==> src/rtl/regfile_write_arbiter_if.sv <==
// regfile_write_arbiter_if
//   Bundles the signals between the register-file write arbiter and the blocks
//   around it:
//     requester A (ALU writeback): a_valid, a_addr, a_data -> a_ready
//     requester B (load writeback): b_valid, b_addr, b_data -> b_ready
//     register-file write side:     writeAddress, inputData, RW (0 = write)
//     scoreboard:                   issue_valid, issue_addr, addressA/B -> hazardA/B
//   modport slave  : the arbiter
//   modport master : the surrounding pipeline / register file / testbench
interface regfile_write_arbiter_if #(
  parameter int unsigned DATA_W = 32
);
  logic              a_valid;
  logic [3:0]        a_addr;
  logic [DATA_W-1:0] a_data;
  logic              a_ready;

  logic              b_valid;
  logic [3:0]        b_addr;
  logic [DATA_W-1:0] b_data;
  logic              b_ready;

  logic [3:0]        writeAddress;
  logic [DATA_W-1:0] inputData;
  logic              RW;

  logic              issue_valid;
  logic [3:0]        issue_addr;
  logic [3:0]        addressA;
  logic [3:0]        addressB;
  logic              hazardA;
  logic              hazardB;

  modport slave (
    input  a_valid, a_addr, a_data,
    output a_ready,
    input  b_valid, b_addr, b_data,
    output b_ready,
    output writeAddress, inputData, RW,
    input  issue_valid, issue_addr, addressA, addressB,
    output hazardA, hazardB
  );

  modport master (
    output a_valid, a_addr, a_data,
    input  a_ready,
    output b_valid, b_addr, b_data,
    input  b_ready,
    input  writeAddress, inputData, RW,
    output issue_valid, issue_addr, addressA, addressB,
    input  hazardA, hazardB
  );
endinterface

==> src/rtl/regfile_write_arbiter.sv <==
// regfile_write_arbiter
//   Round-robin arbiter merging two writeback requesters (A = ALU, B = load)
//   onto the single register-file write port, one write per cycle, latency 1.
//   Optional scoreboard (enabled by defining REGFILE_SCOREBOARD_EN) tracks
//   registers with an outstanding producer and flags read hazards.
// Ports:
//   CLK  - clock, rising edge
//   CLR  - asynchronous active-low reset
//   rf   - regfile_write_arbiter_if.slave (requesters, write port, scoreboard)
module regfile_write_arbiter #(
  parameter int unsigned DATA_W = 32
) (
  input logic                   CLK,
  input logic                   CLR,
  regfile_write_arbiter_if.slave rf
);

  typedef enum logic {
    GRANT_A = 1'b0,
    GRANT_B = 1'b1
  } grant_e;

  grant_e            last_grant_q, last_grant_d;
  logic              rw_q, rw_d;
  logic [3:0]        waddr_q, waddr_d;
  logic [DATA_W-1:0] wdata_q, wdata_d;
  logic              grant_a, grant_b;

  // Readies are gated by CLR so nothing handshakes while reset is held.
  always_comb begin
    grant_a = CLR && rf.a_valid && (!rf.b_valid || (last_grant_q == GRANT_B));
    grant_b = CLR && rf.b_valid && !grant_a;
  end

  always_comb begin
    last_grant_d = last_grant_q;
    rw_d         = 1'b1;
    waddr_d      = waddr_q;
    wdata_d      = wdata_q;
    if (grant_a) begin
      last_grant_d = GRANT_A;
      rw_d         = 1'b0;
      waddr_d      = rf.a_addr;
      wdata_d      = rf.a_data;
    end else if (grant_b) begin
      last_grant_d = GRANT_B;
      rw_d         = 1'b0;
      waddr_d      = rf.b_addr;
      wdata_d      = rf.b_data;
    end
  end

  // Reset to last-grant = B so A wins the first contention after reset.
  always_ff @(posedge CLK or negedge CLR) begin
    if (!CLR) begin
      last_grant_q <= GRANT_B;
      rw_q         <= 1'b1;
      waddr_q      <= '0;
      wdata_q      <= '0;
    end else begin
      last_grant_q <= last_grant_d;
      rw_q         <= rw_d;
      waddr_q      <= waddr_d;
      wdata_q      <= wdata_d;
    end
  end

  assign rf.a_ready      = grant_a;
  assign rf.b_ready      = grant_b;
  assign rf.RW           = rw_q;
  assign rf.writeAddress = waddr_q;
  assign rf.inputData    = wdata_q;

`ifdef REGFILE_SCOREBOARD_EN
  logic [15:0] pending_q, pending_d;

  // Clear is applied before set so a new producer issuing on the same edge
  // as the old producer's write keeps the register marked pending.
  always_comb begin
    pending_d = pending_q;
    if (!rw_q) begin
      pending_d[waddr_q] = 1'b0;
    end
    if (rf.issue_valid) begin
      pending_d[rf.issue_addr] = 1'b1;
    end
  end

  always_ff @(posedge CLK or negedge CLR) begin
    if (!CLR) begin
      pending_q <= '0;
    end else begin
      pending_q <= pending_d;
    end
  end

  assign rf.hazardA = pending_q[rf.addressA];
  assign rf.hazardB = pending_q[rf.addressB];
`else
  logic unused_scoreboard_inputs;
  assign unused_scoreboard_inputs = ^{rf.issue_valid, rf.issue_addr, rf.addressA, rf.addressB};

  assign rf.hazardA = 1'b0;
  assign rf.hazardB = 1'b0;
`endif

endmodule

==> src/flat_wrapper.sv <==
// flat-port wrapper written by rule: the top's interface ports become plain ports
module regfile_write_arbiter_flat 
#(
  parameter int unsigned DATA_W = 32
)
  (CLK, CLR, rf_a_valid, rf_a_addr, rf_a_data, rf_a_ready, rf_b_valid, rf_b_addr, rf_b_data, rf_b_ready, rf_writeAddress, rf_inputData, rf_RW, rf_issue_valid, rf_issue_addr, rf_addressA, rf_addressB, rf_hazardA, rf_hazardB);
  regfile_write_arbiter_if #(.DATA_W(DATA_W)) rf_i ();
  input logic CLK;
  input logic CLR;
  input wire logic [$bits(rf_i.a_valid)-1:0] rf_a_valid;
  input wire logic [$bits(rf_i.a_addr)-1:0] rf_a_addr;
  input wire logic [$bits(rf_i.a_data)-1:0] rf_a_data;
  output wire logic [$bits(rf_i.a_ready)-1:0] rf_a_ready;
  input wire logic [$bits(rf_i.b_valid)-1:0] rf_b_valid;
  input wire logic [$bits(rf_i.b_addr)-1:0] rf_b_addr;
  input wire logic [$bits(rf_i.b_data)-1:0] rf_b_data;
  output wire logic [$bits(rf_i.b_ready)-1:0] rf_b_ready;
  output wire logic [$bits(rf_i.writeAddress)-1:0] rf_writeAddress;
  output wire logic [$bits(rf_i.inputData)-1:0] rf_inputData;
  output wire logic [$bits(rf_i.RW)-1:0] rf_RW;
  input wire logic [$bits(rf_i.issue_valid)-1:0] rf_issue_valid;
  input wire logic [$bits(rf_i.issue_addr)-1:0] rf_issue_addr;
  input wire logic [$bits(rf_i.addressA)-1:0] rf_addressA;
  input wire logic [$bits(rf_i.addressB)-1:0] rf_addressB;
  output wire logic [$bits(rf_i.hazardA)-1:0] rf_hazardA;
  output wire logic [$bits(rf_i.hazardB)-1:0] rf_hazardB;
  assign rf_i.a_valid = rf_a_valid;
  assign rf_i.a_addr = rf_a_addr;
  assign rf_i.a_data = rf_a_data;
  assign rf_a_ready = rf_i.a_ready;
  assign rf_i.b_valid = rf_b_valid;
  assign rf_i.b_addr = rf_b_addr;
  assign rf_i.b_data = rf_b_data;
  assign rf_b_ready = rf_i.b_ready;
  assign rf_writeAddress = rf_i.writeAddress;
  assign rf_inputData = rf_i.inputData;
  assign rf_RW = rf_i.RW;
  assign rf_i.issue_valid = rf_issue_valid;
  assign rf_i.issue_addr = rf_issue_addr;
  assign rf_i.addressA = rf_addressA;
  assign rf_i.addressB = rf_addressB;
  assign rf_hazardA = rf_i.hazardA;
  assign rf_hazardB = rf_i.hazardB;
  regfile_write_arbiter #(.DATA_W(DATA_W)) u_core (.CLK(CLK), .CLR(CLR), .rf(rf_i));
endmodule
==> config.mk <==
export PLATFORM = sky130hd
export DESIGN_NAME = regfile_write_arbiter_flat
export DESIGN_NICKNAME = d
export VERILOG_FILES = /design/src/rtl/regfile_write_arbiter_if.sv /design/src/rtl/regfile_write_arbiter.sv /design/src/flat_wrapper.sv
export SDC_FILE = /design/constraint.sdc
export NUM_CORES = 1
export LEC_CHECK = 0
export CORE_UTILIZATION = 33
export DETAILED_ROUTE_END_ITERATION = 16
export PLACE_DENSITY = 0.88
export SYNTH_ARGS = -nofsm -noshare
export SYNTH_HDL_FRONTEND = slang
export SYNTH_SLANG_ARGS = --single-unit
==> constraint.sdc <==
create_clock -name CLK -period 1.7 [get_ports CLK]
set_input_delay 0.255 -clock CLK [delete_from_list [all_inputs] [get_ports CLK]]
set_output_delay 0.255 -clock CLK [all_outputs]
set_load 0.02 [all_outputs]
======== Word-level counts from Yosys, hierarchy flattened ========
Index checks and enable logic that the tools add are counted.
storage, ports and cells
  register bits ........................... 38
  input port bits ......................... 89
  output and inout bits ................... 41
  word-level logic and storage cells ...... 20
cells by class
  multiplexer cells ....................... 8
  reduce and logical (&&, ||, !) cells .... 8
operator list
  operator            count
  32-bit 2-to-1 mux   2
  4-bit 2-to-1 mux    2
  1-bit logical AND   4
  1-bit 2-to-1 mux    4
  1-bit zero test     2
  2-bit nonzero test  1
  1-bit logical OR    1

======== Depth between registers and ports, before layout ========
  depth after elaboration ................. 7
  mapped depth ............................ 4
  mapped depth without buffers ............ 3

======== Worst setup path before layout ========
No wires, ideal clock.
  path kind ............................... register to output
  start ................................... reg u_core.last_grant_q
  end ..................................... out rf_a_ready
  arrival ................................. 1070 ps
  required time ........................... 1445 ps
  path slack .............................. 375 ps
  stages on the path, launching flop included .. 4
  buffers on the path ..................... 1
  cells stage by stage .................... dfstp_2 inv_1 a21oi_4 buf_4
between the ends
  longest elaborated chain between the ends .. 2
ends and longest elaborated chain
  what                    RTL line                     text
  start, declared         regfile_write_arbiter.sv:23  grant_e last_grant_q, last_grant_d;
  start signal, assigned  regfile_write_arbiter.sv:61  last_grant_q <= last_grant_d;
  1-bit logical OR        regfile_write_arbiter.sv:31  grant_a = CLR && rf.a_valid && (!rf.b_valid || (last_grant_q == GRANT_B));
  1-bit logical AND       regfile_write_arbiter.sv:31
  end, declared           flat_wrapper.sv:13           output wire logic [$bits(rf_i.a_ready)-1:0] rf_a_ready;
No other way between the ends.

======== Final worst setup path ========
  start ................................... reg u_core.rw_q (netlist: u_core.rf.RW)
  end ..................................... out rf_RW
RTL lines
  what                    RTL line                     text
  start, declared         regfile_write_arbiter.sv:24  logic rw_q, rw_d;
  start signal, assigned  regfile_write_arbiter.sv:62  rw_q <= rw_d;
  end, declared           flat_wrapper.sv:20           output wire logic [$bits(rf_i.RW)-1:0] rf_RW;
No word-level cell between the ends.

==> impl_metrics.env <==
export IMPL_status="finished clean"
export IMPL_vias=1579
export IMPL_path_max_fanout=1
export IMPL_timing_hold_ws_ps=45.9
export IMPL_clock_latency_ps=280
export IMPL_area_delta_synth_final_pct=78.8
export IMPL_synthDistinctLibCells=13
export IMPL_routed_wl_mm=4.85
export IMPL_crit_path_top_delay_cell="clkdlybuf4s50_1"
export IMPL_pin_count=130
export IMPL_dieArea_um2=5380
export IMPL_numClockSinks=38
export IMPL_worst_pin_slew_ps=860
export IMPL_start_util_pct=34.9
export IMPL_end_kind="primary output"
export IMPL_drcViolationCount=0
export IMPL_finalWorstSetupSlack_ps=62.2
export IMPL_cts_path_max_buffers=2
export IMPL_drt_pass1_iterations=4
export IMPL_fin_cells=321
export IMPL_die_height_um=73.3
export IMPL_rsz0062_at_grt="false"
export IMPL_postCtsSetupRepairBufs=0
export IMPL_yosys_warnings=0
export IMPL_powerDensity_nw_per_um2=894
export IMPL_place_gp_congestion=0.729
export IMPL_slew_headroom_pct=42.5
export IMPL_grt_max_degree=37
export IMPL_overflow=0
export IMPL_clkTransAtPathRegs_ps=70
export IMPL_dp_hpwl_mm=3.48
export IMPL_required_ps=1440
export IMPL_drive_gt1_share_pct=8.27
export IMPL_syn_inst=130
export IMPL_cts_root_buf="clkbuf_8"
export IMPL_port_buffers=114
export IMPL_syn_avg_cell_area_um2=12.9
export IMPL_routed_via_density=4.92
export IMPL_antenna_found_initial=0
export IMPL_layout_commonest_cell="clkdlybuf4s50_1"
export IMPL_syn_area_um2=1680
export IMPL_max_stage_delay_ps=590
export IMPL_grt_pass1_wl_mm=7.75
export IMPL_min_period_over_period_pct=96.3
export IMPL_critPathTopFamily="buffers and inverters"
export IMPL_fp_dieW_um=73.3
export IMPL_nets=342
export IMPL_wire_per_inst_um=15.1
export IMPL_hold_viol=0
export IMPL_drtIter0Drc=82
export IMPL_min_period_ps=1640
export IMPL_min_path_type="in2async"
export IMPL_ys_ff_latch=38
export IMPL_tns_ps=0
export IMPL_core_area_um2=4820
export IMPL_track_usage_pct=19.3
export IMPL_finalMaxSlewViolations=0
export IMPL_ant_nets=0
export IMPL_drv_cap=0
export IMPL_cts_buffers_inserted=5
export IMPL_rows=25
export IMPL_fill_cells=400
export IMPL_cts_tree="built"
export IMPL_path_cells="clkdlybuf4s50_1"
export IMPL_clock_skew_ps=4.56
export IMPL_antenna_cells=0
export IMPL_synth_seq_area_share_pct=56.8
export IMPL_critPathArrivalTime_ps=1380
export IMPL_fin_util_pct=62.3
export IMPL_pre_cts_slack_ps=-192
export IMPL_peakVddDrop_mv=0.479
export IMPL_startpoint_type="register"
export IMPL_max_freq_ghz=0.611
export IMPL_final_cell_mix="clkdlybuf4s50_1 (111), a221o_1 (36), dfrtp_1 (36), and2_0 (35), buf_4 (10)"
export IMPL_leakage_nw=1.22
export IMPL_place_inst=311
export IMPL_path_class="reg2out"
export IMPL_grt_pass1_vias=1618
export IMPL_crit_buf_inv=1
export IMPL_htree_levels=2
export IMPL_setup_viol=0
flip-flops by register name, summed over array words and instances, names as in the netlist:
register and count:
u_core.last_grant_q 1, u_core.rf.RW 1, u_core.rf.writeAddress 4, u_core.rf.inputData 32
where the power goes:
part           switching, mW  internal [mW]  leakage, nW
sequential            0.0691           1.05        0.465
clock                  0.291          0.291       0.0395
combinational          0.426          0.554        0.718
cell usage after synthesis:
library cell	instances	area, um2
and2_0	35	219
o21ai_0	1	5.00
buf_2	3	15.0
dfrtp_1	36	901
conb_1	1	3.75
inv_1	1	3.75
buf_4	8	60.1
a21oi_4	2	32.5
and2_1	1	6.26
o21ai_2	1	8.76
a221o_1	36	360
dfstp_2	2	52.6
nand2_1	3	11.3
timing repair:
item | CTS | global route
endpoints found under the setup margin | 2 | 1
hold buffers | 2 | 0
resized for setup | 2 | 1
hold endpoints to repair | 36 | 0
layer usage:
layer / wire length, um / track usage (%)
met4: 29 / 4.70
met2: 2530 / 35.3
met1: 1970 / 22.2
met3: 325 / 5.21
met5: 0 / 0
cell families after synthesis:
kind of cell,Yosys count,synth area share [%]
flops,38,56.8
compound gates,40,24.2
simple gates,39,14.1
other cells,1,0.223
buf+inv,12,4.69
through the flow:
step / instance area (um2) / power [mW]
floorplan: 1680 / 1.57
global placement: 2900 / 2.10
detailed placement: 2900 / 2.12
CTS: 3000 / 2.72
global route: 3000 / 2.84
finish: 3000 / 2.68
final timing paths:
| kind | start | to | slack (ps) | cells after the start |
|---|---|---|---|---|
| min in group CLK | CLR | u_core.last_grant_q$_DFFE_PN1P_ | 320 | 3 |
| hold / removal | CLR | u_core.rf.RW$_DFF_PN1_ | 50 | 2 |
| setup reg to reg | u_core.last_grant_q$_DFFE_PN1P_ | u_core.rf.inputData[2]$_DFFE_PN0P_ | 250 | 4 |
| hold reg to reg | u_core.rf.inputData[14]$_DFFE_PN0P_ | u_core.rf.inputData[14]$_DFFE_PN0P_ | 590 | 2 |
| setup / recovery | u_core.rf.RW$_DFF_PN1_ | rf_RW | 60 | 1 |
| max in group asynchronous | CLR | u_core.rf.inputData[12]$_DFFE_PN0P_ | 400 | 3 |
final cells by class:
cell class	count	area, um2	share of cell area (%)
inverters	1	3.75	0.125
clock buffers	8	80.1	2.67
repair buffers	126	1230	41.0
well taps	67	83.8	2.79
flip-flops and latches	38	953	31.8
multi-input cells	81	651	21.7
No activity file was read; power rests on OpenSTA's default activity.
